## src/rtl/fare_arb_pkg.sv

```systemverilog
// Shared types and helpers for the fare backend arbiter.
// Used by the round-robin picker and the arbiter top.
package fare_arb_pkg;

    typedef logic [1:0] fare_state_t;

    localparam fare_state_t IDLE      = 2'd0;
    localparam fare_state_t ISSUE     = 2'd1;
    localparam fare_state_t WAIT_RESP = 2'd2;
    localparam fare_state_t RESPOND   = 2'd3;

    typedef struct packed {
        logic card_active;
        logic fund_enough;
        logic timeout;
    } fare_result_t;

    // Index width that stays at least one bit wide for degenerate sizes.
    function automatic int unsigned idx_w(input int unsigned n);
        return (n > 1) ? $clog2(n) : 1;
    endfunction

endpackage

```

## src/rtl/rr_picker.sv

```systemverilog
// Round-robin selector: first set request bit at or after ptr, wrapping.
// Handles request vectors whose length is not a power of two.
module rr_picker
    import fare_arb_pkg::*;
#(
    parameter int unsigned NUM_GATES = 4,
    localparam int unsigned IW = idx_w(NUM_GATES)
) (
    input  logic [NUM_GATES-1:0] req,
    input  logic [IW-1:0]        ptr,
    output logic                 found,
    output logic [IW-1:0]        index
);

    logic [NUM_GATES-1:0] req_hi;

    // Requests at or above the pointer take priority; otherwise wrap to the lowest.
    always_comb begin
        req_hi = '0;
        found  = |req;
        index  = '0;
        for (int j = 0; j < int'(NUM_GATES); j++) begin
            req_hi[j] = req[j] && (j >= int'(ptr));
        end
        for (int j = int'(NUM_GATES) - 1; j >= 0; j--) begin
            if (req[j]) index = IW'(j);
        end
        for (int j = int'(NUM_GATES) - 1; j >= 0; j--) begin
            if (req_hi[j]) index = IW'(j);
        end
    end

endmodule

```

## src/rtl/fare_backend_arbiter.sv

```systemverilog
// Shares one fare backend among several gate controllers: round-robin pick,
// one request/response handshake, result strobed back to the winner only.
module fare_backend_arbiter
    import fare_arb_pkg::*;
#(
    parameter int unsigned NUM_GATES      = 4,
    parameter int unsigned ID_W           = 16,
    parameter int unsigned TIMEOUT_CYCLES = 15
) (
    input  logic                      clk,
    input  logic                      rst,
    input  logic [NUM_GATES-1:0]      gate_req,
    input  logic [NUM_GATES*ID_W-1:0] gate_card_id,
    output logic [NUM_GATES-1:0]      gate_grant,
    output logic [NUM_GATES-1:0]      gate_resp_valid,
    output logic                      gate_card_active,
    output logic                      gate_fund_enough,
    output logic                      gate_timeout,
    output logic                      be_valid,
    output logic [ID_W-1:0]           be_card_id,
    input  logic                      be_ready,
    input  logic                      be_resp_valid,
    input  logic                      be_card_active,
    input  logic                      be_fund_enough
);

    localparam int unsigned IW = idx_w(NUM_GATES);
    localparam int unsigned CW = idx_w(TIMEOUT_CYCLES);

    fare_state_t          state, state_d;
    logic [IW-1:0]        ptr, ptr_d;
    logic [IW-1:0]        winner, winner_d;
    logic [IW-1:0]        last_winner, last_winner_d;
    logic                 last_valid, last_valid_d;
    logic                 first_idle, first_idle_d;
    logic [CW-1:0]        cnt, cnt_d;
    logic [ID_W-1:0]      id_q, id_d;

    logic [NUM_GATES-1:0] eff_req;
    logic                 pick_found;
    logic [IW-1:0]        pick_idx;

    logic [NUM_GATES-1:0] grant_d;
    logic [NUM_GATES-1:0] resp_valid_d;
    logic                 be_valid_d;
    logic [ID_W-1:0]      be_card_id_d;
    fare_result_t         res_q, res_d;

    logic [ID_W-1:0]      card_ids [NUM_GATES];

    for (genvar g = 0; g < NUM_GATES; g++) begin : g_ids
        assign card_ids[g] = gate_card_id[g*ID_W +: ID_W];
    end

    // The gate just served sits out the first IDLE cycle so it cannot re-win immediately.
    always_comb begin
        eff_req = gate_req;
        if (first_idle && last_valid) begin
            eff_req[last_winner] = 1'b0;
        end
    end

    rr_picker #(
        .NUM_GATES (NUM_GATES)
    ) u_picker (
        .req   (eff_req),
        .ptr   (ptr),
        .found (pick_found),
        .index (pick_idx)
    );

    // Next state plus the next value of every registered output.
    always_comb begin
        state_d       = state;
        ptr_d         = ptr;
        winner_d      = winner;
        last_winner_d = last_winner;
        last_valid_d  = last_valid;
        first_idle_d  = 1'b0;
        cnt_d         = cnt;
        id_d          = id_q;
        grant_d       = '0;
        resp_valid_d  = '0;
        be_valid_d    = 1'b0;
        be_card_id_d  = '0;
        res_d         = '0;

        case (state)
            IDLE: begin
                if (pick_found) begin
                    winner_d     = pick_idx;
                    id_d         = card_ids[pick_idx];
                    state_d      = ISSUE;
                    grant_d      = NUM_GATES'(1) << pick_idx;
                    be_valid_d   = 1'b1;
                    be_card_id_d = card_ids[pick_idx];
                end
            end
            ISSUE: begin
                grant_d = NUM_GATES'(1) << winner;
                if (be_valid && be_ready) begin
                    state_d = WAIT_RESP;
                    cnt_d   = '0;
                end else begin
                    be_valid_d   = 1'b1;
                    be_card_id_d = id_q;
                end
            end
            WAIT_RESP: begin
                grant_d = NUM_GATES'(1) << winner;
                cnt_d   = cnt + CW'(1);
                // A real response beats expiry in the same cycle.
                if (be_resp_valid) begin
                    res_d.card_active = be_card_active;
                    res_d.fund_enough = be_fund_enough;
                    resp_valid_d      = NUM_GATES'(1) << winner;
                    state_d           = RESPOND;
                end else if (cnt == CW'(TIMEOUT_CYCLES - 1)) begin
                    res_d.timeout = 1'b1;
                    resp_valid_d  = NUM_GATES'(1) << winner;
                    state_d       = RESPOND;
                end
            end
            RESPOND: begin
                state_d       = IDLE;
                ptr_d         = (winner == IW'(NUM_GATES - 1)) ? '0 : winner + IW'(1);
                last_winner_d = winner;
                last_valid_d  = 1'b1;
                first_idle_d  = 1'b1;
            end
            default: begin
                state_d = IDLE;
            end
        endcase
    end

    always_ff @(posedge clk) begin
        if (rst) begin
            state           <= IDLE;
            ptr             <= '0;
            winner          <= '0;
            last_winner     <= '0;
            last_valid      <= 1'b0;
            first_idle      <= 1'b0;
            cnt             <= '0;
            id_q            <= '0;
            gate_grant      <= '0;
            gate_resp_valid <= '0;
            be_valid        <= 1'b0;
            be_card_id      <= '0;
            res_q           <= '0;
        end else begin
            state           <= state_d;
            ptr             <= ptr_d;
            winner          <= winner_d;
            last_winner     <= last_winner_d;
            last_valid      <= last_valid_d;
            first_idle      <= first_idle_d;
            cnt             <= cnt_d;
            id_q            <= id_d;
            gate_grant      <= grant_d;
            gate_resp_valid <= resp_valid_d;
            be_valid        <= be_valid_d;
            be_card_id      <= be_card_id_d;
            res_q           <= res_d;
        end
    end

    assign gate_card_active = res_q.card_active;
    assign gate_fund_enough = res_q.fund_enough;
    assign gate_timeout     = res_q.timeout;

endmodule

```

## config.mk

```make
export PLATFORM = sky130hd
export DESIGN_NAME = fare_backend_arbiter
export DESIGN_NICKNAME = d
export VERILOG_FILES = /design/src/rtl/fare_arb_pkg.sv /design/src/rtl/rr_picker.sv /design/src/rtl/fare_backend_arbiter.sv
export SDC_FILE = /design/constraint.sdc
export NUM_CORES = 1
export LEC_CHECK = 0
export CAP_MARGIN = 20
export CORE_ASPECT_RATIO = 1.75
export CORE_MARGIN = 2
export CORE_UTILIZATION = 46
export CTS_BUF_LIST = sky130_fd_sc_hd__clkbuf_16
export CTS_CLUSTER_SIZE = 30
export DETAILED_ROUTE_END_ITERATION = 6
export PLACE_DENSITY = 0.78
export SKIP_LAST_GASP = 1
export SLEW_MARGIN = 0
export SYNTH_ARGS = -nofsm -noshare
export SYNTH_HDL_FRONTEND = slang
export SYNTH_SLANG_ARGS = --single-unit
export TNS_END_PERCENT = 20
```

## constraint.sdc

```tcl
create_clock -name clk -period 1.75 [get_ports clk]
set_input_delay 0.35 -clock clk [delete_from_list [all_inputs] [get_ports clk]]
set_output_delay 0.35 -clock clk [all_outputs]
set_load 0.02 [all_outputs]
```

==> summary.md, run 1 <==
Synth
* Yosys top cell area share: 27.82%
* Seq cells post-synth: 58
* ys async rst share: 0%
* number of different library cells in the post-synthesis netlist: 57
* Top FF cell, synth: dfxtp_1
* count of flip-flops with a built-in enable after synthesis: 0
* netlist area before placement: 4174 um2
* top cell types by occurrence after synthesis: dfxtp_1 (58), a21oi_1 (43), inv_1 (39)
* cell accounting for the most synthesized area: dfxtp_1
* number of warnings reported in the yosys synthesis log: 0
* leading cell types by total area after synthesis: dfxtp_1 (28%), a311oi_1 (6.7%), a21oi_1 (5.2%), inv_1 (3.5%), o2bb2ai_1 (3.4%)
* Synthesized Nets: 594
* register area share after synthesis: 27.82%
* post-synthesis average cell area: 8.200 um2
* most repeated cell in the gate-level netlist after synthesis: dfxtp_1
* instance count of the mapped netlist: 509

Timing
* Final WS setup: -0.2517 ns
* Clock Skews: 0.006011 ns
* highest clock frequency the design can meet: 0.4996 GHz
* final critical path time including I/O delays and setup: 2.002 ns
* Relative slew margins: 64.72%
* Hold WS: 0.4776 ns
* period utilization: 114.4%
* Max Transition Viols Final: 0
* hold violation total from the final report: 0
* number of failing setup endpoints in the final timing report: 40
* transition time of the tightest slew-check pin: 0.5251 ns
* total negative setup slack: -7.185 ns
* RSZ-0062 raised after global routing: true

Clocking
* clock tree from TritonCTS: built
* total clock buffers created by CTS: 9
* maximum root-to-sink buffer count: 2
* clk_lat worst skew: 0.34 ns
* number of sinks on the clock net: 58
* H-tree Lvls: 3
* # hold bufs at CTS: 0
* clock slew seen by the registers of the worst setup and hold paths: 0.06 ns
* cell chosen for the clock root: clkbuf_16

Placement
* number of buffer cells added on primary ports: 101
* weighted congestion at the end of routability-driven global placement: 0.9449
* HPWL after detailed placement: 11.62 mm
* standard cell area after detailed placement: 5859 um2

Setup path
* CP max stage delay: 0.38 ns
* Register-to-Register Path Depth: 7
* endpoint kind of the worst setup timing path: flop
* category of the critical setup timing path: flop to flop
* r2r endpoint: id_q[13]
* largest fanout on the critical path: 8
* critical path depth in cells: 7
* worst path cell trace: inv_1, ha_1, o21ai_0, a21o_2, and4_1, o41ai_2, a21oi_1
* critical path startpoint: state[0]
* RR Startpoint: state[0]
* Critical Path Start Type: flop
* Req. time, crit path: 1.97 ns
* worst setup path endpoint: id_q[13]
* arrival time of data at the critical path endpoint: 2.22 ns
* crit-path leading delay family: compound AO/OA/AOI/OAI gates
* worst reg-to-reg setup slack: -0.25 ns
* worst path bufs/invs: 1
* standard cell with the maximum stage delay on the critical path: o41ai_2

Die
* horizontal die dimension: 76.01 um
* Chip Height: 130.0 um
* total I/O pin count: 102
* Core Rows: 46
* area inside the core boundary: 8921 um2
* die outline area: 9881 um2
* initial cell density of the core: 46.79%

Finish
* nets: 743
* fraction of final layout cells with drive strength greater than 1: 28.36%
* post-layout instance area: 6703 um2
* Antenna Diode Count: 0
* synth-to-layout area growth: 60.58%
* Post-Route Utilization: 75.13%

Global route
* pin count of the biggest net entering global routing: 41
* via count of the first global-routing pass: 5557
* first-pass GRT wire length: 27.54 mm
* total gr overflow: 0
* initial antenna violation count: 0
* Total Routing Usage GR: 35.11%

Outcome
* violated checks: negative setup slack
* run status: finished, violations left

Run
* reported max-cap violation count: 0

Detailed routing
* 1st-iter DRT viols: 900
* number of detailed-route iterations in the first pass: 5
* drt via density: 6.888
* remaining antenna violation count: 0
* total wire length: 17.71 mm
* total via count in the routed design: 5393
* detail-routed net length per standard cell: 22.62 um
* number of DRC violations after detailed routing: 0

Power
* VDD IR-drop max: 1.139 mV
* leakage component of the power: 0.002439 uW
* power density over the cells: 1089 nW/um2
* total design power: 7302 uW

Min path
* min-delay worst type: input port to flop

[tightest hold or removal path, cell delays in order]
cell    delay, ns
buf_2        0.13
buf_4        0.20
nor2_1       0.10
[layout make-up]
type | instances | area [um2]
Sequential cell | 58 | 1176
Fill cell | 626 | 2218
Multi-Input combinational cell | 362 | 3037
Inverter | 40 | 150.1
Timing Repair Buffer | 187 | 1862
Clock buffer | 9 | 225.2
Tap cell | 120 | 150.1
Clock inverter | 7 | 102.6
[metal layers]
metal	routed length, um	global-route usage (%)	share of wire (%)	vias to the layer above
met4	1277	28.02	7.2	0
met1	5872	36.06	33	2544
li1	-	-	-	2330
met3	1543	6.985	8.7	144
met2	9020	62.50	51	375
met5	0	0	0	-
[cells by family (layout without fill, tap and decap cells)]
kind of cell | after synthesis | in the layout | synth area share (%)
flip-flops | 58 | 58 | 27.82
AND/OR/NAND/NOR | 108 | 108 | 14.27
AO/OA/AOI/OAI | 234 | 235 | 42.78
buffers and inverters | 90 | 243 | 9.922
multiplexers | 8 | 8 | 1.919
adder cells (fa/ha/maj) | 11 | 11 | 3.297
[per-stage QoR]
stage | cells | worst slack, ns
after floorplan | 509 | -0.03503
after global placement | 756 | -0.8672
after detailed placement | 757 | -0.6555
after CTS | 782 | -0.1870
after global routing | 783 | -0.3164
final | 783 | -0.2517
[cells in the final DEF, fill, tap and decap left out, drive strengths merged, types with 11 or more instances in the layout]
| cell type | n |
|---|---|
| ha | 11 |
| o32ai | 16 |
| nand3 | 19 |
| o21ai | 38 |
| dfxtp | 58 |
| a311oi | 32 |
| buf | 86 |
| a21oi | 45 |
| a211oi | 19 |
| o211ai | 18 |
| nor4 | 14 |
| nand2 | 11 |
| clkdlybuf4s50 | 99 |
| o2bb2ai | 16 |
| a31oi | 14 |
| inv | 41 |
| nor3 | 18 |
| o41ai | 16 |
| nor2 | 18 |
[state kept, by name, indices dropped and copies added, names as in the netlist]
register and cells:
be_card_id 16, gate_card_active 1, cnt 4, last_winner 2, gate_grant 4, state 2, first_idle 1, gate_fund_enough 1
id_q 16, ptr 2, gate_resp_valid 4, gate_timeout 1, winner 2, be_valid 1, last_valid 1
[power by group]
| group | switching (uW) | internal [uW] | leakage [uW] | total, uW |
|---|---|---|---|---|
| clock | 710 | 1260 | 0.000156 | 1970 |
| combinational | 1990 | 1570 | 0.00180 | 3560 |
| sequential | 169 | 1610 | 0.000480 | 1780 |
[what timing repair did]
| item | in CTS | in global routing |
|---|---|---|
| pin swaps | 10 | 3 |
| cloned | 4 | 1 |
| gates resized for setup | 59 | 32 |
| endpoints found under the setup margin | 40 | 44 |
| setup buffers | 6 | 0 |
[worst min path at each step]
| stage | startpoint | endpoint | cells past startpoint |
|---|---|---|---|
| floorplan | be_resp_valid | gate_timeout | 1 |
| global placement | last_valid | last_valid | 2 |
| detailed placement | last_valid | last_valid | 2 |
| CTS | rst | be_valid | 3 |
| global route | rst | cnt[3] | 3 |
| finish | rst | cnt[3] | 3 |
Note: power is estimated with default switching activity, not from simulation.
==> run 2, diff against run 1 <==
Settings changed: CORE_UTILIZATION 46 to 54, PLACE_DENSITY 0.78 to 0.86, SETUP_SLACK_MARGIN set to 0.1.
Clock period 1.75 ns to 2.6 ns, I/O delays scaled along.
==> run 2 against run 1 <==
  * The run ends with design-rule violations left
  * Flip-flop and latch count is the same
  * First-iteration DRC count fell by 15%
  * Critical path depth unchanged
  * Clock skew is 0.00091 ns lower
  * Die area fell by 14%
==> summary.md, run 2 (synthesis gave the netlist of run 1 again) <==
Placement
* number of buffer cells added on primary ports: 101
* Place WS: 0.03210 ns
* weighted congestion at the end of routability-driven global placement: 0.9035
* HPWL after detailed placement: 10.17 mm

Detailed routing
* detail-routed net length per standard cell: 21.73 um
* remaining antenna violation count: 0
* total wire length: 15.17 mm
* total via count in the routed design: 5020
* 1st-iter DRT viols: 764
* number of DRC violations after detailed routing: 1
* number of detailed-route iterations in the first pass: 7
* drt via density: 7.192

Global route
* initial antenna violation count: 0
* via count of the first global-routing pass: 5027
* Total Routing Usage GR: 35.23%
* first-pass GRT wire length: 23.82 mm
* total gr overflow: 0
* pin count of the biggest net entering global routing: 58

Setup path
* arrival time of data at the critical path endpoint: 2.51 ns
* Critical Path Start Type: flop
* largest fanout on the critical path: 8
* category of the critical setup timing path: flop to flop
* endpoint kind of the worst setup timing path: flop
* Req. time, crit path: 2.80 ns

Power
* internal power component: 2505 uW
* Sw Pwr: 1674 uW
* VDD IR-drop max: 0.5212 mV
* part of the power in registers: 29.0%
* total design power: 4179 uW
* switch share: 40.06%
* Clock Power Share: 26.0%
* leakage component of the power: 0.002011 uW
* power density over the cells: 740.3 nW/um2
* power share of the combinational group: 45.0%

Finish
* synth-to-layout area growth: 35.25%
* commonest non-fill, non-tap cell in the layout: clkdlybuf4s50_1
* Antenna Diode Count: 0
* commonest non-fill, non-tap cells in the layout: clkdlybuf4s50_1 (100), dfxtp_1 (58), a21oi_1 (43)
* fraction of final layout cells with drive strength greater than 1: 11.97%
* nets: 690
* leading registers by flop count: be_card_id (16), id_q (16)
* count of fill cells added during filler insertion: 579

Timing
* transition time of the tightest slew-check pin: 0.8119 ns
* Hold WS: 0.5333 ns
* Relative slew margins: 45.82%
* RSZ-0062 raised after global routing: false
* period utilization: 88.95%
* highest clock frequency the design can meet: 0.4324 GHz
* Max Transition Viols Final: 0
* final critical path time including I/O delays and setup: 2.313 ns
* Clock Skews: 0.005103 ns
* total negative setup slack: 0 ns
* number of failing setup endpoints in the final timing report: 0
* hold violation total from the final report: 0
* Final WS setup: 0.2874 ns

Clocking
* maximum root-to-sink buffer count: 2
* cell chosen for the clock root: clkbuf_16
* total clock buffers created by CTS: 9
* post-cts repair resize count: 0
* number of buffers inserted to repair setup after CTS: 0
* H-tree Lvls: 3
* clock tree from TritonCTS: built
* # hold bufs at CTS: 0
* number of sinks on the clock net: 58
* clock slew seen by the registers of the worst setup and hold paths: 0.06 ns
* clk_lat worst skew: 0.34 ns

Run
* reported max-cap violation count: 0

Die
* horizontal die dimension: 70.46 um
* area inside the core boundary: 7515 um2
* total I/O pin count: 102
* initial cell density of the core: 55.54%
* Chip Height: 120.3 um
* die outline area: 8477 um2
* Core Rows: 42

Outcome
* run status: finished, violations left
* violated checks: design-rule violations

Min path
* min-delay worst type: flop to flop

-- run 2: path summary, 6_finish.rpt --
| path | start | end | slack, ns | cells after the start |
|---|---|---|---|---|
| worst min-delay path | cnt[2] | gate_timeout | 0.53 | 2 |
| worst min register to register | cnt[2] | gate_timeout | 0.53 | 2 |
| worst max-delay path | first_idle | be_card_id[0] | 0.29 | 7 |
| worst max register to register | first_idle | be_card_id[0] | 0.29 | 7 |
-- run 2: worst max-delay path: stages (launching register included) --
cell	delay, ns
dfxtp_1	0.43
nor4bb_1	0.42
nor4_1	0.10
buf_4	0.17
or3_1	0.39
buf_4	0.17
o21ai_0	0.35
a21oi_1	0.14
-- run 2: final cells by class --
type                            count  area, um2  share of cell area, %
Sequential cell                    58       1161                  20.57
Inverter                           40      150.1                  2.660
Clock buffer                        9      225.2                  3.989
Timing Repair Buffer              135       1336                  23.67
Multi-Input combinational cell    361       2616                  46.34
Clock inverter                      7      46.29                 0.8200
Tap cell                           88      110.1                  1.950
-- run 2: per-stage QoR --
step                std cells  cell area [um2]  utilization (%)
finish                    698             5645            75.12
global route              698             5645            75.12
CTS                       698             5645            75.12
detailed placement        682             5374            71.51
global placement          682             5374            71.51
floorplan                 509             4174                -
-- run 2: power groups by stage --
stage	clock, uW	combinational [uW]	sequential (uW)
finish	1090	1880	1210
floorplan	0	1010	1310
global route	1130	1990	1230
CTS	1100	1840	1210
detailed placement	0	1820	1220
global placement	0	1770	1210
-- run 2: per-layer routing --
layer | up-vias | global-route usage (%) | wire [um]
li1 | 2217 | - | -
met4 | 0 | 23.80 | 830
met2 | 379 | 59.79 | 7595
met3 | 102 | 7.417 | 1527
met5 | - | 0 | 0
met1 | 2322 | 38.69 | 5214
==> run 3, diff against run 2 <==
Settings changed: CORE_UTILIZATION 54 to 56, CTS_BUF_LIST sky130_fd_sc_hd__clkbuf_16 to sky130_fd_sc_hd__clkbuf_2 sky130_fd_sc_hd__clkbuf_4 sky130_fd_sc_hd__clkbuf_8, CTS_CLUSTER_DIAMETER set to 100, PLACE_DENSITY 0.86 to 0.89.
==> run 3 against run 2 <==
  * The flow still finishes with violations (design-rule violations)
  * Critical path type is now input port to flop
  * Clock skew up 0.0059 ns
  * Register-to-register slack about the same
  * Flip-flop and latch count unchanged
  * Hold slack worse by 0.0030 ns
  * Utilization rose by 1.1 points
==> summary.md, run 3 (synthesis gave the netlist of run 1 again) <==
Timing
* period utilization: 90.88%
* Max Transition Viols Final: 0
* highest clock frequency the design can meet: 0.4232 GHz
* Relative slew margins: 36.31%
* transition time of the tightest slew-check pin: 0.9554 ns
* number of failing setup endpoints in the final timing report: 0
* Clock Skews: 0.01097 ns
* RSZ-0062 raised after global routing: false
* hold violation total from the final report: 0
* final critical path time including I/O delays and setup: 2.363 ns

Power
* power density over the cells: 715.5 nW/um2
* power share of the combinational group: 47.4%
* Sw Pwr: 1621 uW
* Clock Power Share: 21.8%
* internal power component: 2322 uW
* switch share: 41.12%
* part of the power in registers: 30.7%
* VDD IR-drop max: 0.4733 mV
* leakage component of the power: 0.001960 uW
* total design power: 3943 uW

Die
* Chip Height: 118.2 um
* die outline area: 8187 um2
* Core Rows: 41
* total I/O pin count: 102
* horizontal die dimension: 69.26 um
* area inside the core boundary: 7233 um2
* initial cell density of the core: 57.71%

Global route
* initial antenna violation count: 0
* first-pass GRT wire length: 23.96 mm
* total gr overflow: 0
* pin count of the biggest net entering global routing: 42
* Total Routing Usage GR: 36.26%
* via count of the first global-routing pass: 5129

Outcome
* run status: finished, violations left
* violated checks: design-rule violations

Setup path
* CP max stage delay: 0.76 ns
* worst path bufs/invs: 1
* arrival time of data at the critical path endpoint: 2.64 ns
* Critical Path Start Type: input port
* standard cell with the maximum stage delay on the critical path: a21oi_2
* crit-path leading delay family: compound AO/OA/AOI/OAI gates
* worst path cell trace: clkdlybuf4s50_1, mux2i_1, a21o_1, a21oi_2, o32ai_1, a21oi_1
* largest fanout on the critical path: 16
* endpoint kind of the worst setup timing path: flop
* Req. time, crit path: 2.88 ns
* category of the critical setup timing path: input port to flop

Clocking
* number of sinks on the clock net: 58
* total clock buffers created by CTS: 9
* number of buffers inserted to repair setup after CTS: 0
* clock slew seen by the registers of the worst setup and hold paths: 0.07 ns
* H-tree Lvls: 3
* clk_lat worst skew: 0.36 ns
* # hold bufs at CTS: 0
* maximum root-to-sink buffer count: 2
* post-cts repair resize count: 0
* clock tree from TritonCTS: built
* cell chosen for the clock root: clkbuf_8

Finish
* count of fill cells added during filler insertion: 539
* post-layout instance area: 5510 um2
* commonest non-fill, non-tap cell in the layout: clkdlybuf4s50_1
* nets: 687
* leading registers by flop count: be_card_id (16), id_q (16)
* commonest non-fill, non-tap cells in the layout: clkdlybuf4s50_1 (100), dfxtp_1 (58), a21oi_1 (43)
* synth-to-layout area growth: 32.01%
* fraction of final layout cells with drive strength greater than 1: 11.70%
* Antenna Diode Count: 0
* Post-Route Utilization: 76.18%

Placement
* weighted congestion at the end of routability-driven global placement: 0.9315
* HPWL after detailed placement: 10.30 mm
* number of buffer cells added on primary ports: 101
* standard cell area after detailed placement: 5311 um2

Detailed routing
* number of detailed-route iterations in the first pass: 7
* drt via density: 7.290
* total wire length: 15.15 mm
* remaining antenna violation count: 0
* 1st-iter DRT viols: 686
* number of DRC violations after detailed routing: 6
* detail-routed net length per standard cell: 21.86 um
* total via count in the routed design: 5052

Run
* reported max-cap violation count: 0

Min path
* min-delay worst type: flop to flop

## run 3: area by class of cell
type	count	area, um2	area share, %
clock inverter	5	53.80	0.9764
tap	86	107.6	1.953
timing repair buffer	132	1276	23.16
inverter	40	150.1	2.725
sequential	58	1161	21.07
clock buffer	11	145.1	2.634
multi-input combinational	361	2616	47.48
## run 3: path summary, 6_finish.rpt
path | slack (ns) | end | startpoint | cells after the start
min | 0.53 | gate_timeout | cnt[3] | 2
max | 0.24 | be_card_id[8] | gate_req[0] | 6
min reg2reg | 0.53 | gate_timeout | cnt[3] | 2
max reg2reg | 0.30 | be_card_id[15] | last_winner[0] | 6
## run 3: routing by layer
| layer | GRT usage (%) | vias to the layer above | routed length, um |
|---|---|---|---|
| met1 | 37.17 | 2311 | 5113 |
| met2 | 60.94 | 408 | 7457 |
| met3 | 9.292 | 123 | 1492 |
| met4 | 29.41 | 0 | 1082 |
| li1 | - | 2210 | - |
| met5 | 0 | - | 0 |
## run 3: stage by stage
step           hold slack, ns  setup WS [ns]  instances  setup TNS, ns
2_1_floorplan          0.4781         0.6812        509              0
3_3_place_gp           0.5062        0.05195        677              0
3_5_place_dp           0.5152       -0.01933        677       -0.03493
4_1_cts                0.5256         0.3514        693              0
5_1_grt                0.5530         0.1833        693              0
6_report               0.5303         0.2372        693              0
## run 3: power groups by stage
| stage | Sequential (uW) | Combinational, uW | Clock (uW) |
|---|---|---|---|
| finish | 1210 | 1870 | 861 |
| global route | 1230 | 1970 | 908 |
| CTS | 1210 | 1810 | 872 |
| detailed placement | 1220 | 1800 | 0 |
| global placement | 1220 | 1760 | 0 |
| floorplan | 1310 | 1010 | 0 |
## run 3: worst register-to-register path, delay by kind of cell, from the launching register on
| family | cells | cell delay [ns] |
|---|---|---|
| AND/OR/NAND/NOR | 2 | 0.39 |
| buffers and inverters | 1 | 0.25 |
| AO/OA/AOI/OAI | 3 | 1.01 |
| flip-flops | 1 | 0.55 |
